File: src/rtl/wb_arbiter.sv
`default_nettype none
// ============================================================================
// Module   : wb_arbiter
// Purpose  : Writeback arbiter/sequencer for the register bank's single write
//            port. Accepts one execution-unit result per cycle (round-robin
//            over valid/ready handshakes), drives the regbank write, emits a
//            one-hot unlock mask and reports the retired tag. A flush drains
//            and discards every pending result.
// Ports    : clk, reset (sync, active-high)
//            req_valid/req_ready/req_addr/req_data/req_tag : per-unit results
//            flush, flush_tag                              : pipeline redirect
//            we, wr_addr, wr_data                          : regbank write
//            unlock                                        : one-hot, bit 0 never set
//            retire_valid, retire_tag, exp_tag             : retirement status
// Config   : define WB_TAG_ORDER_EN for in-order retirement by tag; when it is
//            undefined tags are ignored for eligibility and exp_tag reads 0.
// Revision : 1.0 - initial release
// ============================================================================
module wb_arbiter #(
    parameter int N_REQ = 4,
    parameter int TAG_W = 4
) (
    input  logic                   clk,
    input  logic                   reset,
    input  logic [N_REQ-1:0]       req_valid,
    output logic [N_REQ-1:0]       req_ready,
    input  logic [N_REQ*5-1:0]     req_addr,
    input  logic [N_REQ*32-1:0]    req_data,
    input  logic [N_REQ*TAG_W-1:0] req_tag,
    input  logic                   flush,
    input  logic [TAG_W-1:0]       flush_tag,
    output logic                   we,
    output logic [4:0]             wr_addr,
    output logic [31:0]            wr_data,
    output logic [31:0]            unlock,
    output logic                   retire_valid,
    output logic [TAG_W-1:0]       retire_tag,
    output logic [TAG_W-1:0]       exp_tag
);

    localparam int         c_PTR_W   = (N_REQ > 1) ? $clog2(N_REQ) : 1;
    localparam logic [0:0] c_S_RUN   = 1'b0;
    localparam logic [0:0] c_S_FLUSH = 1'b1;

    logic [0:0]         r_state;
    logic [c_PTR_W-1:0] r_rr_ptr;
    logic               r_we;
    logic [4:0]         r_wr_addr;
    logic [31:0]        r_wr_data;
    logic [31:0]        r_unlock;
    logic               r_retire_valid;
    logic [TAG_W-1:0]   r_retire_tag;

    logic [N_REQ-1:0]   w_elig;
    logic               w_grant_found;
    logic [c_PTR_W-1:0] w_grant_idx;
    int                 w_scan_int;
    logic [c_PTR_W-1:0] w_scan_idx;
    logic               w_accept;
    logic [4:0]         w_sel_addr;
    logic [31:0]        w_sel_data;
    logic [TAG_W-1:0]   w_sel_tag;

`ifdef WB_TAG_ORDER_EN
    logic [TAG_W-1:0]   r_exp_tag;

    generate
        for (genvar k = 0; k < N_REQ; k++) begin : g_elig
            assign w_elig[k] = req_valid[k] && (req_tag[k*TAG_W +: TAG_W] == r_exp_tag);
        end
    endgenerate

    // Flush has priority over an accept in the same cycle (the accept is
    // suppressed anyway), and a repeated flush simply reloads the tag.
    always_ff @(posedge clk) begin
        if (reset) begin
            r_exp_tag <= '0;
        end else if (flush) begin
            r_exp_tag <= flush_tag;
        end else if (w_accept) begin
            r_exp_tag <= r_exp_tag + 1'b1;
        end
    end

    assign exp_tag = r_exp_tag;
`else
    logic w_unused_flush_tag;

    generate
        for (genvar k = 0; k < N_REQ; k++) begin : g_elig
            assign w_elig[k] = req_valid[k];
        end
    endgenerate

    assign w_unused_flush_tag = ^flush_tag;
    assign exp_tag            = '0;
`endif

    // Round-robin search starting just above the last granted unit.
    always_comb begin
        w_grant_found = 1'b0;
        w_grant_idx   = '0;
        w_scan_int    = 0;
        w_scan_idx    = '0;
        for (int i = 1; i <= N_REQ; i++) begin
            w_scan_int = int'(r_rr_ptr) + i;
            if (w_scan_int >= N_REQ) begin
                w_scan_int = w_scan_int - N_REQ;
            end
            w_scan_idx = c_PTR_W'(w_scan_int);
            if (!w_grant_found && w_elig[w_scan_idx]) begin
                w_grant_found = 1'b1;
                w_grant_idx   = w_scan_idx;
            end
        end
    end

    // Flush and reset both suppress the grant for the current cycle.
    assign w_accept = (r_state == c_S_RUN) && !reset && !flush && w_grant_found;

    always_comb begin
        req_ready  = '0;
        w_sel_addr = '0;
        w_sel_data = '0;
        w_sel_tag  = '0;
        for (int k = 0; k < N_REQ; k++) begin
            if (w_grant_idx == c_PTR_W'(k)) begin
                w_sel_addr = req_addr[k*5 +: 5];
                w_sel_data = req_data[k*32 +: 32];
                w_sel_tag  = req_tag[k*TAG_W +: TAG_W];
            end
            if (!reset) begin
                if (r_state == c_S_FLUSH) begin
                    req_ready[k] = req_valid[k];
                end else begin
                    req_ready[k] = w_accept && (w_grant_idx == c_PTR_W'(k));
                end
            end
        end
    end

    // Outputs are single-cycle pulses: cleared every cycle unless an accept
    // reloads them. x0 results retire without touching the regbank.
    always_ff @(posedge clk) begin
        if (reset) begin
            r_state        <= c_S_RUN;
            r_rr_ptr       <= c_PTR_W'(N_REQ - 1);
            r_we           <= 1'b0;
            r_wr_addr      <= '0;
            r_wr_data      <= '0;
            r_unlock       <= '0;
            r_retire_valid <= 1'b0;
            r_retire_tag   <= '0;
        end else begin
            r_we           <= 1'b0;
            r_wr_addr      <= '0;
            r_wr_data      <= '0;
            r_unlock       <= '0;
            r_retire_valid <= 1'b0;
            r_retire_tag   <= '0;
            case (r_state)
                c_S_RUN: begin
                    if (flush) begin
                        r_state <= c_S_FLUSH;
                    end else if (w_accept) begin
                        r_rr_ptr       <= w_grant_idx;
                        r_retire_valid <= 1'b1;
                        r_retire_tag   <= w_sel_tag;
                        r_wr_addr      <= w_sel_addr;
                        r_wr_data      <= w_sel_data;
                        if (w_sel_addr != 5'd0) begin
                            r_we     <= 1'b1;
                            r_unlock <= 32'd1 << w_sel_addr;
                        end
                    end
                end
                c_S_FLUSH: begin
                    if (!flush && (req_valid == '0)) begin
                        r_state <= c_S_RUN;
                    end
                end
                default: r_state <= c_S_RUN;
            endcase
        end
    end

    assign we           = r_we;
    assign wr_addr      = r_wr_addr;
    assign wr_data      = r_wr_data;
    assign unlock       = r_unlock;
    assign retire_valid = r_retire_valid;
    assign retire_tag   = r_retire_tag;

endmodule
`default_nettype wire

File: config.mk
export PLATFORM = sky130hd
export DESIGN_NAME = wb_arbiter
export DESIGN_NICKNAME = d
export VERILOG_FILES = /design/src/rtl/wb_arbiter.sv
export SDC_FILE = /design/constraint.sdc
export NUM_CORES = 1
export LEC_CHECK = 0
export ABC_AREA = 1
export CAP_MARGIN = 20
export CORE_ASPECT_RATIO = 1.2
export CORE_MARGIN = 4
export CORE_UTILIZATION = 35
export CTS_CLUSTER_SIZE = 40
export DETAILED_ROUTE_END_ITERATION = 8
export MAX_ROUTING_LAYER = met4
export PLACE_DENSITY = 0.81
export SLEW_MARGIN = 20
export SYNTH_ARGS = -nofsm -noshare
export SYNTH_HDL_FRONTEND = slang
export SYNTH_SLANG_ARGS = --single-unit
File: constraint.sdc
create_clock -name clk -period 2.67 [get_ports clk]
set_clock_uncertainty 0.15 [all_clocks]
set_input_delay 0.534 -clock clk [delete_from_list [all_inputs] [get_ports clk]]
set_output_delay 0.534 -clock clk [all_outputs]
set_load 0.005 [all_outputs]
Yosys cells after proc, flatten, opt, wreduce, memory -nomap -nowiden

Index checks and enable logic that the tools add are counted.

Add/sub/neg operators: 8
Order comparisons: 8
Equality and inequality tests: 3
Shift-type cells: 1
Mux-type cells: 45
Bitwise operators: 4
Reduce and logical (&&, ||, !) cells: 23

Operator list:

| operator               | number |
|---|---|
| $mux W32               | 4 |
| $shl A1 B5 Y32 const A | 1 |
| $mux W1                | 20 |
| $mux W5                | 4 |
| $mux W2                | 8 |
| $mux W4                | 4 |
| $lt A2 B3 Y1 const B   | 4 |
| $logic_and A1 B1 Y1    | 11 |
| $ge A3 B3 Y1 const B   | 3 |
| $bmux W1 S2            | 4 |
| $sub A2 B1 Y2 const B  | 4 |
| $add A2 B2 Y3 const B  | 2 |
| $logic_not A1 Y1       | 5 |
| $reduce_bool A5 Y1     | 1 |
| $reduce_or A5 Y1       | 1 |
| $add A2 B3 Y4 const B  | 1 |
| $eq A2 B2 Y1 const B   | 2 |
| $ge A4 B3 Y1 const B   | 1 |
| $logic_not A4 Y1       | 1 |
| $not A1 Y1             | 4 |
| $reduce_or A4 Y1       | 1 |
| $add A2 B1 Y3 const B  | 1 |
| $reduce_and A3 Y1      | 1 |
| $reduce_or A3 Y1       | 1 |
| other kinds (3)        | 3 |

Register bits: 78
Input port bits: 175

Logic depth before layout (Yosys ltp)

Gate-level depths: netlist (run 1).

Word-level depth: 23
Mapped depth: 20
Mapped depth without buffers: 17

Least setup slack after synthesis (run 1)

No wires, ideal clock.

Kind: in2out
Start: input port req_valid[1]
End: output port req_ready[3]
Data arrival time: 1891 ps
Required time: 1986 ps
Path slack: 95 ps
Stages on the path: 13
Path buffers: 2
Cells stage by stage: nand2_1 -> nand3_1 -> nand2_1 -> inv_1 -> nor2_4 -> nand2_2 -> nand2_4 -> nand2_4 -> nor2_2 -> buf_2 -> buf_2 -> a22oi_1 -> nor2_1

Word-level cells in the longest chain between the ends: 16
Elaborated cells between the ends (all ways): 27
Classes of those cells: eq/ne: 1; mux: 18; reduce/logical: 8

RTL lines:

| element                                                    | line     | source |
|---|---|---|
| from (decl)                                                | 25       | `input logic [N_REQ-1:0] req_valid,` |
| $bmux W1 S2                                                | 111      | `if (!w_grant_found && w_elig[w_scan_idx]) begin` |
| $mux W1 (not written as such)                              | 111      |  |
| $mux W1                                                    | 111      |  |
| $logic_not A1 Y1                                           | 111      |  |
| $logic_and A1 B1 Y1                                        | 111      |  |
| $mux W1                                                    | 111      |  |
| $logic_not A1 Y1                                           | 111      |  |
| $logic_and A1 B1 Y1                                        | 111      |  |
| $mux W1                                                    | 111      |  |
| $logic_not A1 Y1                                           | 111      |  |
| $logic_and A1 B1 Y1                                        | 111      |  |
| $mux W2 / $mux W1 (equally long branches)                  | 111      |  |
| $eq A2 B2 Y1 / $logic_and A1 B1 Y1 (equally long branches) | 136, 119 |  |
| $logic_and A1 B1 Y1 (*)                                    | 136      | `req_ready[k] = w_accept && (w_grant_idx == c_PTR_W'(k));` |
| $mux W1 (*)                                                | 133      | `if (r_state == c_S_FLUSH) begin` |
| $mux W1 (*)                                                | 132      | `if (!reset) begin` |
| to (decl)                                                  | 26       | `output logic [N_REQ-1:0] req_ready,` |

Every way passes the cells marked *; elsewhere a longest branch is shown, timed or not. The select of a mux whose other input is x is not followed.

Final worst setup path (run 1)

Start: register r_rr_ptr[0]
End: output port req_ready[1]

Word-level cells in the longest chain between the ends: 19
Elaborated cells between the ends (all ways): 43
Classes of those cells: add/sub: 8; order compare: 4; eq/ne: 1; mux: 22; reduce/logical: 8

RTL lines:

| element                                                    | line     | source |
|---|---|---|
| from (decl)                                                | 46       | `logic [c_PTR_W-1:0] r_rr_ptr;` |
| from (signal assigned)                                     | 147      | `r_rr_ptr <= c_PTR_W'(N_REQ - 1);` |
| from (signal assigned)                                     | 166      | `r_rr_ptr <= w_grant_idx;` |
| $add A2 B1 Y3                                              | 106      | `w_scan_int = int'(r_rr_ptr) + i;` |
| $ge A3 B3 Y1 / $sub A2 B1 Y2 (equally long branches)       | 107, 108 |  |
| $mux W2                                                    | 107      | `if (w_scan_int >= N_REQ) begin` |
| $bmux W1 S2                                                | 111      |  |
| $mux W1 (not written as such)                              | 111      |  |
| $mux W1                                                    | 111      |  |
| $logic_not A1 Y1                                           | 111      |  |
| $logic_and A1 B1 Y1                                        | 111      |  |
| [... 3 more ...]                                           | --       |  |
| $mux W1                                                    | 111      |  |
| $logic_not A1 Y1                                           | 111      |  |
| $logic_and A1 B1 Y1                                        | 111      |  |
| $mux W2 / $mux W1 (equally long branches)                  | 111      |  |
| $eq A2 B1 Y1 / $logic_and A1 B1 Y1 (equally long branches) | 136, 119 |  |
| $logic_and A1 B1 Y1 (*)                                    | 136      |  |
| $mux W1 (*)                                                | 133      |  |
| $mux W1 (*)                                                | 132      |  |

Marks and branches as above.

==> results.py, run 1 <==
metrics = {
    "routing": {
        "routed_wl_mm": 16.8,
        "final_antenna_net_count": 0,
        "via_count": 4584,
        "drt_first_pass_iters": 4,
        "detail_route.vias_per_cell": 5.05,
        "routedWlPerCell_um": 18.5,
        "detail_route.iter0.violations": 199,
        "drc": 0,
    },
    "timing": {
        "final_critical_path_setup_slack_ns": -0.182,
        "period_share": 1.07,
        "hold_viol": 0,
        "final-max-slew-violation-count": 0,
        "timing.fmax_mhz": 351,
        "finalSetupTns_ns": -2.73,
        "period_needed_ns": 2.85,
        "grt_setup_unrepaired": "true",
        "finalSetupViolations": 37,
    },
    "clock_network": {
        "ctsHtreeMaxLevel": 3,
        "clock_root_buffer": "sky130_fd_sc_hd__clkbuf_16",
        "cts-hold-fix-buffers": 0,
        "clkSlewWorstSetupHoldPaths_ns": 0.07,
        "worst_skew_pair.late_latency_ns": 0.35,
        "numCtsBuffers": 9,
        "clock_tree_from_tritoncts": "built",
        "cts_buffer_depth": 2,
        "cts.sink_count": 78,
    },
    "power_and_ir_drop": {
        "power.ir.vdd_worst_mv": 0.383,
        "p_per_area_mw_per_mm2": 724,
        "p_leak_nw": 2.89,
    },
    "die": {
        "starting_density_of_the_core": 0.356,
        "floorplan.die_area_mm2": 0.0119,
        "core.rowCount": 40,
        "io-pin-count": 258,
        "coreArea_mm2": 0.0100,
        "die-width_um": 100,
        "die_y_um": 119,
    },
    "run_status": {
        "failed_checks": "negative setup slack",
        "result_of_the_run": "finished, violations left",
    },
    "grt": {
        "grt_first_pass_wirelength_mm": 22.8,
        "grt_overflow_total": 0,
        "groute.usage.overall": 0.254,
        "maximum_number_of_pins_on_one_net_before_global_route_repair": 36,
        "number_of_antenna_violations_at_the_first_check_in_global_routing": 0,
        "vias_in_the_first_global_route": 4397,
    },
    "logic_synthesis": {
        "yosys.area.top_type": "sky130_fd_sc_hd__dfxtp_1",
        "post_synth_instance_area_mm2": 0.00357,
        "yosys.area.top_type_share": 0.438,
        "yosysWarningCount": 0,
        "syn_inst": 467,
        "ys_ff_latch": 78,
        "ys_types": 34,
        "synthTopCellsByArea": "sky130_fd_sc_hd__dfxtp_1, sky130_fd_sc_hd__nand2_1, sky130_fd_sc_hd__a41oi_1, sky130_fd_sc_hd__nor2_1, sky130_fd_sc_hd__nand3_1",
        "synth_area_per_cell_um2": 7.64,
        "proportion_of_synthesized_chip_area_in_sequential_cells": 0.438,
    },
    "critical_path": {
        "critPathTopFamily": "simple AND/OR/NAND/NOR gates",
        "cp_common_cell": "sky130_fd_sc_hd__nand2_2",
        "rr_startpoint": "r_rr_ptr[0]",
        "timing.setup.critical_path_class": "flop to output pin",
        "cp_data_arrival_time_ns": 2.17,
        "timing.critical_path.cells": "inv_8 > nand2_1 > nand2_2 > nand2_2 > nand2_4 > nor2_4 > nand2_2 > nand2_4 > nand2_8 > buf_12 > clkinv_8 > nor2_8 > a32o_1 > buf_2",
        "crit_path_end_kind": "output pin",
        "timing.critical_path.from_type": "flop",
        "crit_path_top_delay_cell": "sky130_fd_sc_hd__dfxtp_4",
        "crit_buf_inv": 4,
        "path_max_fanout": 7,
        "critical_path.startpoint": "r_rr_ptr[0]",
        "critical_path.max_stage_delay_ns": 0.44,
        "critical_path_required_ns": 1.99,
    },
    "worst_hold_path": {
        "hold_sp": "r_state",
        "worstHoldPathType": "flop to flop",
    },
    "final_layout": {
        "layout-drive-gt1-share": 0.267,
        "finish.net_count": 952,
        "syn2layout_area_growth_pct": 109,
        "finish.instance_area_mm2": 0.00747,
        "diodes_inserted": 0,
        "finalNonFillerCells": 908,
    },
    "placement": {
        "detailedPlacementHpwl_mm": 11.8,
        "dp.cells": 861,
        "dpl_cell_area_mm2": 0.00641,
        "dp_slack_ns": -0.680,
        "gpl.final_weighted_congestion": 0.945,
        "buffer_ports.inserted": 249,
    },
    "run": {
        "max-cap-violations": 0,
    },
}
-- cells in the mapped netlist, drive strengths merged --
cell type	number
a21oi	3
buf	18
nor3	1
nand2	198
a22oi	1
a31oi	2
dfxtp	78
conb	1
clkbuf	9
o21ai	8
inv	21
nand3	27
a41oi	34
nand4	10
a32o	2
clkinv	1
nor2	52
o211ai	1
-- worst min-delay path, delay by kind of cell, from the launching register on --
kind            cells  cell delay, ns
buf+inv             2            0.10
simple gates        1            0.11
compound gates      1            0.08
flops               1            0.35
-- metrics by stage --
step           hold slack, ns  power [mW]   util
2_1_floorplan           0.449        2.35      -
6_report                0.530        5.41  0.746
3_5_place_dp            0.509        3.31  0.641
5_1_grt                 0.578        5.64  0.746
4_1_cts                 0.518        4.68  0.689
3_3_place_gp            0.501        3.27  0.641
-- sequential cells by signal, summed over array words and instances, names as in the netlist --
| name | flops |
|---|---|
| we | 1 |
| r_state | 1 |
| retire_valid | 1 |
| unlock | 32 |
| retire_tag | 4 |
| wr_addr | 5 |
| wr_data | 32 |
| r_rr_ptr | 2 |
-- final cells by class --
class | count | area [um2]
timing repair buffer | 320 | 3160
fill | 686 | 2540
multi-input combinational | 345 | 2160
sequential | 78 | 1570
clock buffer | 9 | 225
tap | 126 | 158
inverter | 22 | 128
clock inverter | 7 | 61.3
timing repair inverter | 1 | 8.76
-- where the power goes --
group / switching (mW) / total [mW] / internal [mW]
clock network: 0.565 / 1.22 / 0.650
registers: 0.0442 / 1.30 / 1.26
logic: 1.54 / 2.89 / 1.35
-- layout by cell type, fill, tap and decap left out, drive strengths merged --
cell	count
nand3	28
nand2	198
clkinv	5
a31oi	2
nor2	52
nand4	10
clkdlybuf4s50	241
a32o	2
clkinvlp	2
a41oi	34
o21ai	8
a21oi	3
clkdlybuf4s15	2
buf	72
nor3	1
dfxtp	78
conb	5
clkbuf	14
o211ai	1
inv	23
a22oi	1
-- cell families (layout without fill, tap and decap cells) --
| logic type | count (synthesis) | in the layout | synth area share |
|---|---|---|---|
| and+or+nand+nor | 288 | 289 | 0.377 |
| DFF | 78 | 78 | 0.438 |
| AOI/OAI and AO/OA | 51 | 51 | 0.115 |
| other | 1 | 5 | 0.00105 |
| buffers and inverters | 49 | 359 | 0.0694 |
-- layer usage --
metal | track usage | vias to the layer above | share of wire
met5 | - | - | 0
met1 | 0.287 | 2099 | 0.36
met2 | 0.425 | 272 | 0.50
met4 | 0.103 | 0 | 0.037
li1 | - | 2170 | -
met3 | 0.0661 | 43 | 0.10
-- final timing paths --
check                                    end  slack (ns)  depth (start not counted)
worst max-delay path            req_ready[1]       -0.18                         14
worst min-delay path                 r_state        0.53                          4
worst max register to register    unlock[26]       -0.14                         19
worst min register to register       r_state        0.53                          4
-- timing repair --
action | CTS | global route
pin swaps | 20 | 35
resized for setup | 53 | 118
gates cloned | 1 | 4
setup endpoints to repair | 70 | 72
buffers inserted | 11 | 18
No activity file was read; power rests on OpenSTA's default activity.
==> inputs of run 2 (changes only) <==
--- a/config.mk
+++ b/config.mk
@@ -14,7 +14,8 @@
 export DETAILED_ROUTE_END_ITERATION = 8
 export MAX_ROUTING_LAYER = met4
 export PLACE_DENSITY = 0.81
-export SLEW_MARGIN = 20
+export RECOVER_POWER = 25
+export SLEW_MARGIN = 25
 export SYNTH_ARGS = -nofsm -noshare
 export SYNTH_HDL_FRONTEND = slang
 export SYNTH_SLANG_ARGS = --single-unit
==> run 2 against run 1 <==
The run still ends with negative setup slack left. Combinational power is essentially flat. Final cell count unchanged. Sequential cell count stayed put. Count of clock-buffer cells in the layout unchanged. Largest cell class unchanged. Routed wire length rose by 0.12%. Final area is essentially flat. Largest power group unchanged. Via count about the same. Highest routed layer unchanged. Utilization barely moved. Critical path type unchanged.
==> results.py, run 2 (synthesized netlist as in run 1, its figures left out) <==
metrics = {
    "critical_path": {
        "critical_path.max_stage_delay_ns": 0.44,
        "critical_path_depth": 14,
        "timing.critical_path.from_type": "flop",
        "cp_common_cell": "sky130_fd_sc_hd__nand2_2",
        "path_max_fanout": 7,
        "ff2ff_setup_slack_ns": -0.14,
        "crit_buf_inv": 4,
        "worst_r2r_endpoint": "unlock[26]",
        "crit_path_top_delay_cell": "sky130_fd_sc_hd__dfxtp_4",
        "rr_startpoint": "r_rr_ptr[0]",
        "timing.reg2reg.worst_path_depth": 19,
        "critPathTopFamily": "simple AND/OR/NAND/NOR gates",
        "crit_path_end_kind": "output pin",
        "timing.setup.critical_path_class": "flop to output pin",
        "timing.critical_path.cells": "inv_8 > nand2_1 > nand2_2 > nand2_2 > nand2_4 > nor2_4 > nand2_2 > nand2_4 > nand2_8 > buf_12 > clkinv_8 > nor2_8 > a32o_1 > buf_2",
        "cp_data_arrival_time_ns": 2.17,
        "critical_path_required_ns": 1.99,
    },
    "timing": {
        "hold_viol": 0,
        "timing.max_slew.rel_slack": 0.605,
        "finalSetupViolations": 36,
        "hold_slack_ns": 0.532,
        "period_needed_ns": 2.85,
        "timing.fmax_mhz": 351,
        "period_share": 1.07,
        "final_critical_path_setup_slack_ns": -0.180,
        "grt_setup_unrepaired": "true",
        "worst-slew-pin-transition_ns": 0.592,
        "final-max-slew-violation-count": 0,
    },
    "power_and_ir_drop": {
        "p_per_area_mw_per_mm2": 723,
        "total_power_mw": 5.40,
        "power.ir.vdd_worst_mv": 0.383,
        "sw_frac_of_total": 0.398,
        "cellInternalPower_mw": 3.25,
        "p_leak_nw": 2.99,
        "power.switching_mw": 2.15,
        "portion_of_total_power_attributed_to_the_clock_network": 0.224,
        "power.share.combinational": 0.535,
        "power.sequential.fraction": 0.241,
    },
    "worst_hold_path": {
        "worstHoldPathType": "flop to flop",
        "worst_hold_path.endpoint": "r_state",
        "hold_sp": "r_state",
        "timing.hold.worst_path_depth": 4,
    },
    "grt": {
        "grt_overflow_total": 0,
        "maximum_number_of_pins_on_one_net_before_global_route_repair": 36,
        "global_route.usage.met1": 0.287,
        "groute.usage.overall": 0.254,
        "number_of_antenna_violations_at_the_first_check_in_global_routing": 0,
        "grt-busiest-layer": "met2",
        "vias_in_the_first_global_route": 4397,
        "grt_util_met3": 0.0661,
        "grt_first_pass_wirelength_mm": 22.8,
        "grt.met2_usage": 0.425,
    },
    "routing": {
        "routed_wl_mm": 16.8,
        "detail_route.iter0.violations": 208,
        "routedWlPerCell_um": 18.5,
        "via_count": 4587,
        "drt_first_pass_iters": 4,
        "drc": 0,
        "detail_route.vias_per_cell": 5.05,
        "final_antenna_net_count": 0,
    },
    "run_status": {
        "result_of_the_run": "finished, violations left",
        "failed_checks": "negative setup slack",
    },
    "placement": {
        "buffer_ports.inserted": 249,
        "detailedPlacementHpwl_mm": 11.8,
        "dp_slack_ns": -0.680,
        "gpl.final_weighted_congestion": 0.945,
        "dp.cells": 861,
    },
    "final_layout": {
        "num-fill-cells": 688,
        "layout-drive-gt1-share": 0.266,
        "mostFrequentLayoutCell": "sky130_fd_sc_hd__clkdlybuf4s50_1",
        "multi_input_area_mm2": 0.00216,
        "layout.area.seq_mm2": 0.00157,
        "finish.net_count": 952,
        "syn2layout_area_growth_pct": 109,
        "mostFrequentLayoutCells": "sky130_fd_sc_hd__clkdlybuf4s50_1, sky130_fd_sc_hd__nand2_1, sky130_fd_sc_hd__dfxtp_1",
        "diodes_inserted": 0,
        "finalNonFillerCells": 908,
    },
    "clock_network": {
        "clock_tree_from_tritoncts": "built",
        "cts_buffer_depth": 2,
        "ctsHtreeMaxLevel": 3,
        "clkSlewWorstSetupHoldPaths_ns": 0.07,
        "clock_root_buffer": "sky130_fd_sc_hd__clkbuf_16",
        "worst_skew_pair.late_latency_ns": 0.35,
        "cts.sink_count": 78,
        "numCtsBuffers": 9,
    },
    "die": {
        "die_y_um": 119,
        "core.rowCount": 40,
        "io-pin-count": 258,
        "starting_density_of_the_core": 0.356,
        "die-width_um": 100,
        "coreArea_mm2": 0.0100,
        "floorplan.die_area_mm2": 0.0119,
    },
    "run": {
        "max-cap-violations": 0,
    },
}
==> run 2: changes by cell type in the layout (fill, tap and decap cells not counted) <==
cell / previous run / this run
sky130_fd_sc_hd__clkbuf_1: 0 / 1
sky130_fd_sc_hd__clkdlybuf4s50_1: 241 / 213
sky130_fd_sc_hd__buf_4: 45 / 44
sky130_fd_sc_hd__dlygate4sd3_1: 0 / 28
==> run 2: how the worst max path moves through the flow <==
| stage | start | endpoint | slack, ns |
|---|---|---|---|
| final | r_rr_ptr[0] | req_ready[1] | -0.18 |
| after global routing | r_rr_ptr[0] | req_ready[3] | -0.24 |
| after CTS | r_rr_ptr[0] | req_ready[1] | -0.09 |
| after detailed placement | req_valid[1] | req_ready[0] | -0.68 |
| after global placement | req_valid[1] | req_ready[0] | -0.58 |
| after floorplan | req_valid[1] | req_ready[3] | 0.09 |
==> run 2: power groups by stage <==
stage	registers, mW	logic, mW	clock network, mW
6_report	1.30	2.89	1.21
5_1_grt	1.31	3.07	1.25
4_1_cts	1.30	2.18	1.20
3_5_place_dp	1.32	1.99	0
3_3_place_gp	1.32	1.95	0
2_1_floorplan	1.32	1.03	0
==> run 2: area by class of cell <==
class                           count  share of cell area
Clock buffer                        9              0.0302
Clock inverter                      7             0.00821
Inverter                           22              0.0171
Multi-Input combinational cell    345               0.289
Sequential cell                    78               0.210
Tap cell                          126              0.0211
Timing Repair Buffer              320               0.423
Timing Repair inverter              1             0.00117
==> run 2: what timing repair did <==
item | in CTS | in global routing
setup buffers | 11 | 18
hold buffers | 0 | 0
gates cloned | 1 | 4
setup endpoints to repair | 70 | 72
pin swaps | 20 | 35
gates resized for setup | 53 | 118
==> run 2: per-layer routing <==
metal,wire length [um],vias up
li1,-,2169
met1,6120,2111
met2,8410,266
met3,1650,41
met4,600,0
met5,0,-
==> run 2: per-stage QoR <==
step | TNS, ns | instance area [um2] | utilization
after floorplan | 0 | 3580 | -
after global placement | -27.72 | 6410 | 0.641
after detailed placement | -36.07 | 6410 | 0.641
after CTS | -0.233 | 6890 | 0.689
after global routing | -6.07 | 7470 | 0.746
final | -2.79 | 7470 | 0.746
==> run 2: worst reg2reg max path, stage by stage, from the launching register on <==
cell                      delay, ns
sky130_fd_sc_hd__dfxtp_4       0.44
sky130_fd_sc_hd__inv_8         0.06
sky130_fd_sc_hd__buf_4         0.13
sky130_fd_sc_hd__nand2_1       0.05
sky130_fd_sc_hd__nand2_1       0.06
sky130_fd_sc_hd__nor2_1        0.20
sky130_fd_sc_hd__o21ai_2       0.08
sky130_fd_sc_hd__nand2_2       0.09
sky130_fd_sc_hd__nand2_4       0.08
sky130_fd_sc_hd__nand2_8       0.08
sky130_fd_sc_hd__buf_12        0.13
sky130_fd_sc_hd__nor2_4        0.05
sky130_fd_sc_hd__buf_6         0.12
sky130_fd_sc_hd__buf_12        0.14
sky130_fd_sc_hd__nand2_4       0.07
sky130_fd_sc_hd__nand4_4       0.21
sky130_fd_sc_hd__buf_6         0.22
sky130_fd_sc_hd__nor2_4        0.16
sky130_fd_sc_hd__nand2_2       0.11
sky130_fd_sc_hd__nor2_2        0.12
==> inputs of run 3 (changes only) <==
--- a/config.mk
+++ b/config.mk
@@ -19,3 +19,4 @@
 export SYNTH_ARGS = -nofsm -noshare
 export SYNTH_HDL_FRONTEND = slang
 export SYNTH_SLANG_ARGS = --single-unit
+export TNS_END_PERCENT = 1
==> run 3 against run 2 <==
The run still ends with negative setup slack left. First-iteration DRC count is 9.1% lower. Maximum frequency is 0.78% higher. Clock power hardly changed. Routed wire length is 7.8% lower. Power is 11% lower. Non-clock buffer count is 16 lower. Sequential power hardly changed. Global-route usage is 0.24 points lower. Utilization is 4.2 points lower. Sequential cell count stayed put. Final cell count is 1.9% lower. Critical path depth is 5 higher. Critical path type is now flop to flop. Largest cell class unchanged. Highest routed layer unchanged.
==> results.py, run 3 (synthesized netlist as in run 1, its figures left out) <==
metrics = {
    "run_status": {
        "result_of_the_run": "finished, violations left",
        "failed_checks": "negative setup slack",
    },
    "placement": {
        "dpl_cell_area_mm2": 0.00641,
        "buffer_ports.inserted": 249,
        "dp.cells": 861,
        "detailedPlacementHpwl_mm": 11.8,
        "gpl.final_weighted_congestion": 0.945,
    },
    "timing": {
        "period_share": 1.06,
        "finalSetupViolations": 35,
        "hold_viol": 0,
        "final-max-slew-violation-count": 0,
        "final_critical_path_setup_slack_ns": -0.158,
        "finalSetupTns_ns": -2.63,
        "grt_setup_unrepaired": "true",
        "period_needed_ns": 2.83,
        "timing.fmax_mhz": 354,
    },
    "grt": {
        "number_of_antenna_violations_at_the_first_check_in_global_routing": 0,
        "vias_in_the_first_global_route": 4369,
        "groute.usage.overall": 0.252,
        "maximum_number_of_pins_on_one_net_before_global_route_repair": 36,
        "grt_overflow_total": 0,
        "grt_first_pass_wirelength_mm": 22.6,
    },
    "routing": {
        "routed_wl_mm": 15.5,
        "final_antenna_net_count": 0,
        "drt_first_pass_iters": 5,
        "routedWlPerCell_um": 17.4,
        "detail_route.vias_per_cell": 5.03,
        "drc": 0,
        "detail_route.iter0.violations": 189,
        "via_count": 4481,
    },
    "power_and_ir_drop": {
        "sw_frac_of_total": 0.383,
        "portion_of_total_power_attributed_to_the_clock_network": 0.246,
        "power.ir.vdd_worst_mv": 0.391,
        "p_per_area_mw_per_mm2": 683,
        "p_leak_nw": 2.80,
        "power.share.combinational": 0.484,
        "cellInternalPower_mw": 2.97,
        "power.sequential.fraction": 0.270,
        "power.switching_mw": 1.84,
    },
    "final_layout": {
        "diodes_inserted": 0,
        "postLayoutCoreUtil": 0.704,
        "syn2layout_area_growth_pct": 97.4,
        "layout-drive-gt1-share": 0.212,
        "mostFrequentLayoutCell": "sky130_fd_sc_hd__clkdlybuf4s50_1",
        "finish.net_count": 935,
        "finish.instance_area_mm2": 0.00704,
        "mostFrequentLayoutCells": "sky130_fd_sc_hd__clkdlybuf4s50_1, sky130_fd_sc_hd__nand2_1, sky130_fd_sc_hd__dfxtp_1",
        "finalNonFillerCells": 891,
    },
    "die": {
        "io-pin-count": 258,
        "die-width_um": 100,
        "floorplan.die_area_mm2": 0.0119,
        "coreArea_mm2": 0.0100,
        "die_y_um": 119,
        "starting_density_of_the_core": 0.356,
        "core.rowCount": 40,
    },
    "critical_path": {
        "rr_startpoint": "r_rr_ptr[0]",
        "timing.setup.critical_path_class": "flop to flop",
        "critical_path.startpoint": "r_rr_ptr[0]",
        "cp_data_arrival_time_ns": 2.95,
        "worst_setup_path_endpoint": "unlock[6]",
        "crit_path_end_kind": "flop",
        "timing.critical_path.from_type": "flop",
        "worst_r2r_endpoint": "unlock[6]",
        "ff2ff_setup_slack_ns": -0.16,
        "path_max_fanout": 9,
        "critical_path_required_ns": 2.79,
        "timing.reg2reg.worst_path_depth": 19,
    },
    "worst_hold_path": {
        "worstHoldPathType": "flop to flop",
        "hold_sp": "r_state",
    },
    "run": {
        "max-cap-violations": 0,
    },
    "clock_network": {
        "clkSlewWorstSetupHoldPaths_ns": 0.07,
        "worst_skew_pair.late_latency_ns": 0.34,
        "numCtsBuffers": 9,
        "clock_root_buffer": "sky130_fd_sc_hd__clkbuf_16",
        "clock_tree_from_tritoncts": "built",
        "cts_buffer_depth": 2,
        "ctsHtreeMaxLevel": 3,
        "cts-hold-fix-buffers": 0,
        "cts.sink_count": 78,
    },
}
run 3: cell count changes in the layout (fill, tap and decap cells not counted), sizes merged:
cell,change
inv,+2
buf,-13
clkbuf,-3
clkinv,-3
run 3: area by class of cell:
| class | count | area, um2 |
|---|---|---|
| clock buffers | 9 | 225 |
| clock inverters | 7 | 61.3 |
| fillers | 765 | 2970 |
| inverters | 22 | 120 |
| multi-input cells | 345 | 1970 |
| flip-flops and latches | 78 | 1570 |
| well taps | 126 | 158 |
| repair buffers | 304 | 2940 |
run 3: timing repair:
item                                    CTS  global route
endpoints found under the setup margin   70            72
pin swaps                                19            26
gates cloned                              0             1
gates resized for setup                  49            48
buffers inserted                         10             3
run 3: power groups by stage:
stage / registers, mW / clock network, mW / logic, mW
2_1_floorplan: 1.32 / 0 / 1.03
3_3_place_gp: 1.32 / 0 / 1.95
3_5_place_dp: 1.32 / 0 / 1.99
4_1_cts: 1.30 / 1.20 / 2.14
5_1_grt: 1.31 / 1.24 / 2.52
6_report: 1.30 / 1.18 / 2.33
run 3: critical path: stages, from the launching register on:
cell                      delay [ns]
sky130_fd_sc_hd__dfxtp_4        0.43
sky130_fd_sc_hd__inv_8          0.06
sky130_fd_sc_hd__nand2_1        0.09
sky130_fd_sc_hd__nand2_2        0.10
sky130_fd_sc_hd__nand2_2        0.10
sky130_fd_sc_hd__nand2_2        0.07
sky130_fd_sc_hd__nor2_4         0.15
sky130_fd_sc_hd__nand2_2        0.09
sky130_fd_sc_hd__nand2_4        0.09
sky130_fd_sc_hd__nand2_8        0.06
sky130_fd_sc_hd__buf_12         0.14
sky130_fd_sc_hd__buf_4          0.13
sky130_fd_sc_hd__buf_4          0.17
sky130_fd_sc_hd__nand3_2        0.10
sky130_fd_sc_hd__nand3_2        0.12
sky130_fd_sc_hd__nor2_4         0.19
sky130_fd_sc_hd__nand2_2        0.11
sky130_fd_sc_hd__nor2_4         0.12
sky130_fd_sc_hd__nand2_1        0.11
sky130_fd_sc_hd__nor2_2         0.15
run 3: worst min-delay path by stage:
stage	cells past startpoint	endpoint	slack, ns
floorplan	3	r_rr_ptr[0]	0.45
global placement	4	r_state	0.50
detailed placement	4	r_state	0.51
CTS	4	r_state	0.52
global route	4	r_state	0.59
finish	4	r_state	0.53
run 3: through the flow:
step / hold WS (ns) / setup WS, ns / power, mW
6_report: 0.532 / -0.158 / 4.81
5_1_grt: 0.592 / -0.283 / 5.07
4_1_cts: 0.518 / -0.0902 / 4.64
3_5_place_dp: 0.509 / -0.680 / 3.31
3_3_place_gp: 0.501 / -0.580 / 3.27
2_1_floorplan: 0.449 / 0.0948 / 2.35
run 3: routing by layer:
metal / routed length, um / vias up / global-route usage
li1: - / 2133 / -
met1: 5590 / 2074 / 0.281
met2: 7800 / 242 / 0.415
met3: 1620 / 32 / 0.0720
met4: 456 / 0 / 0.110
met5: 0 / - / -
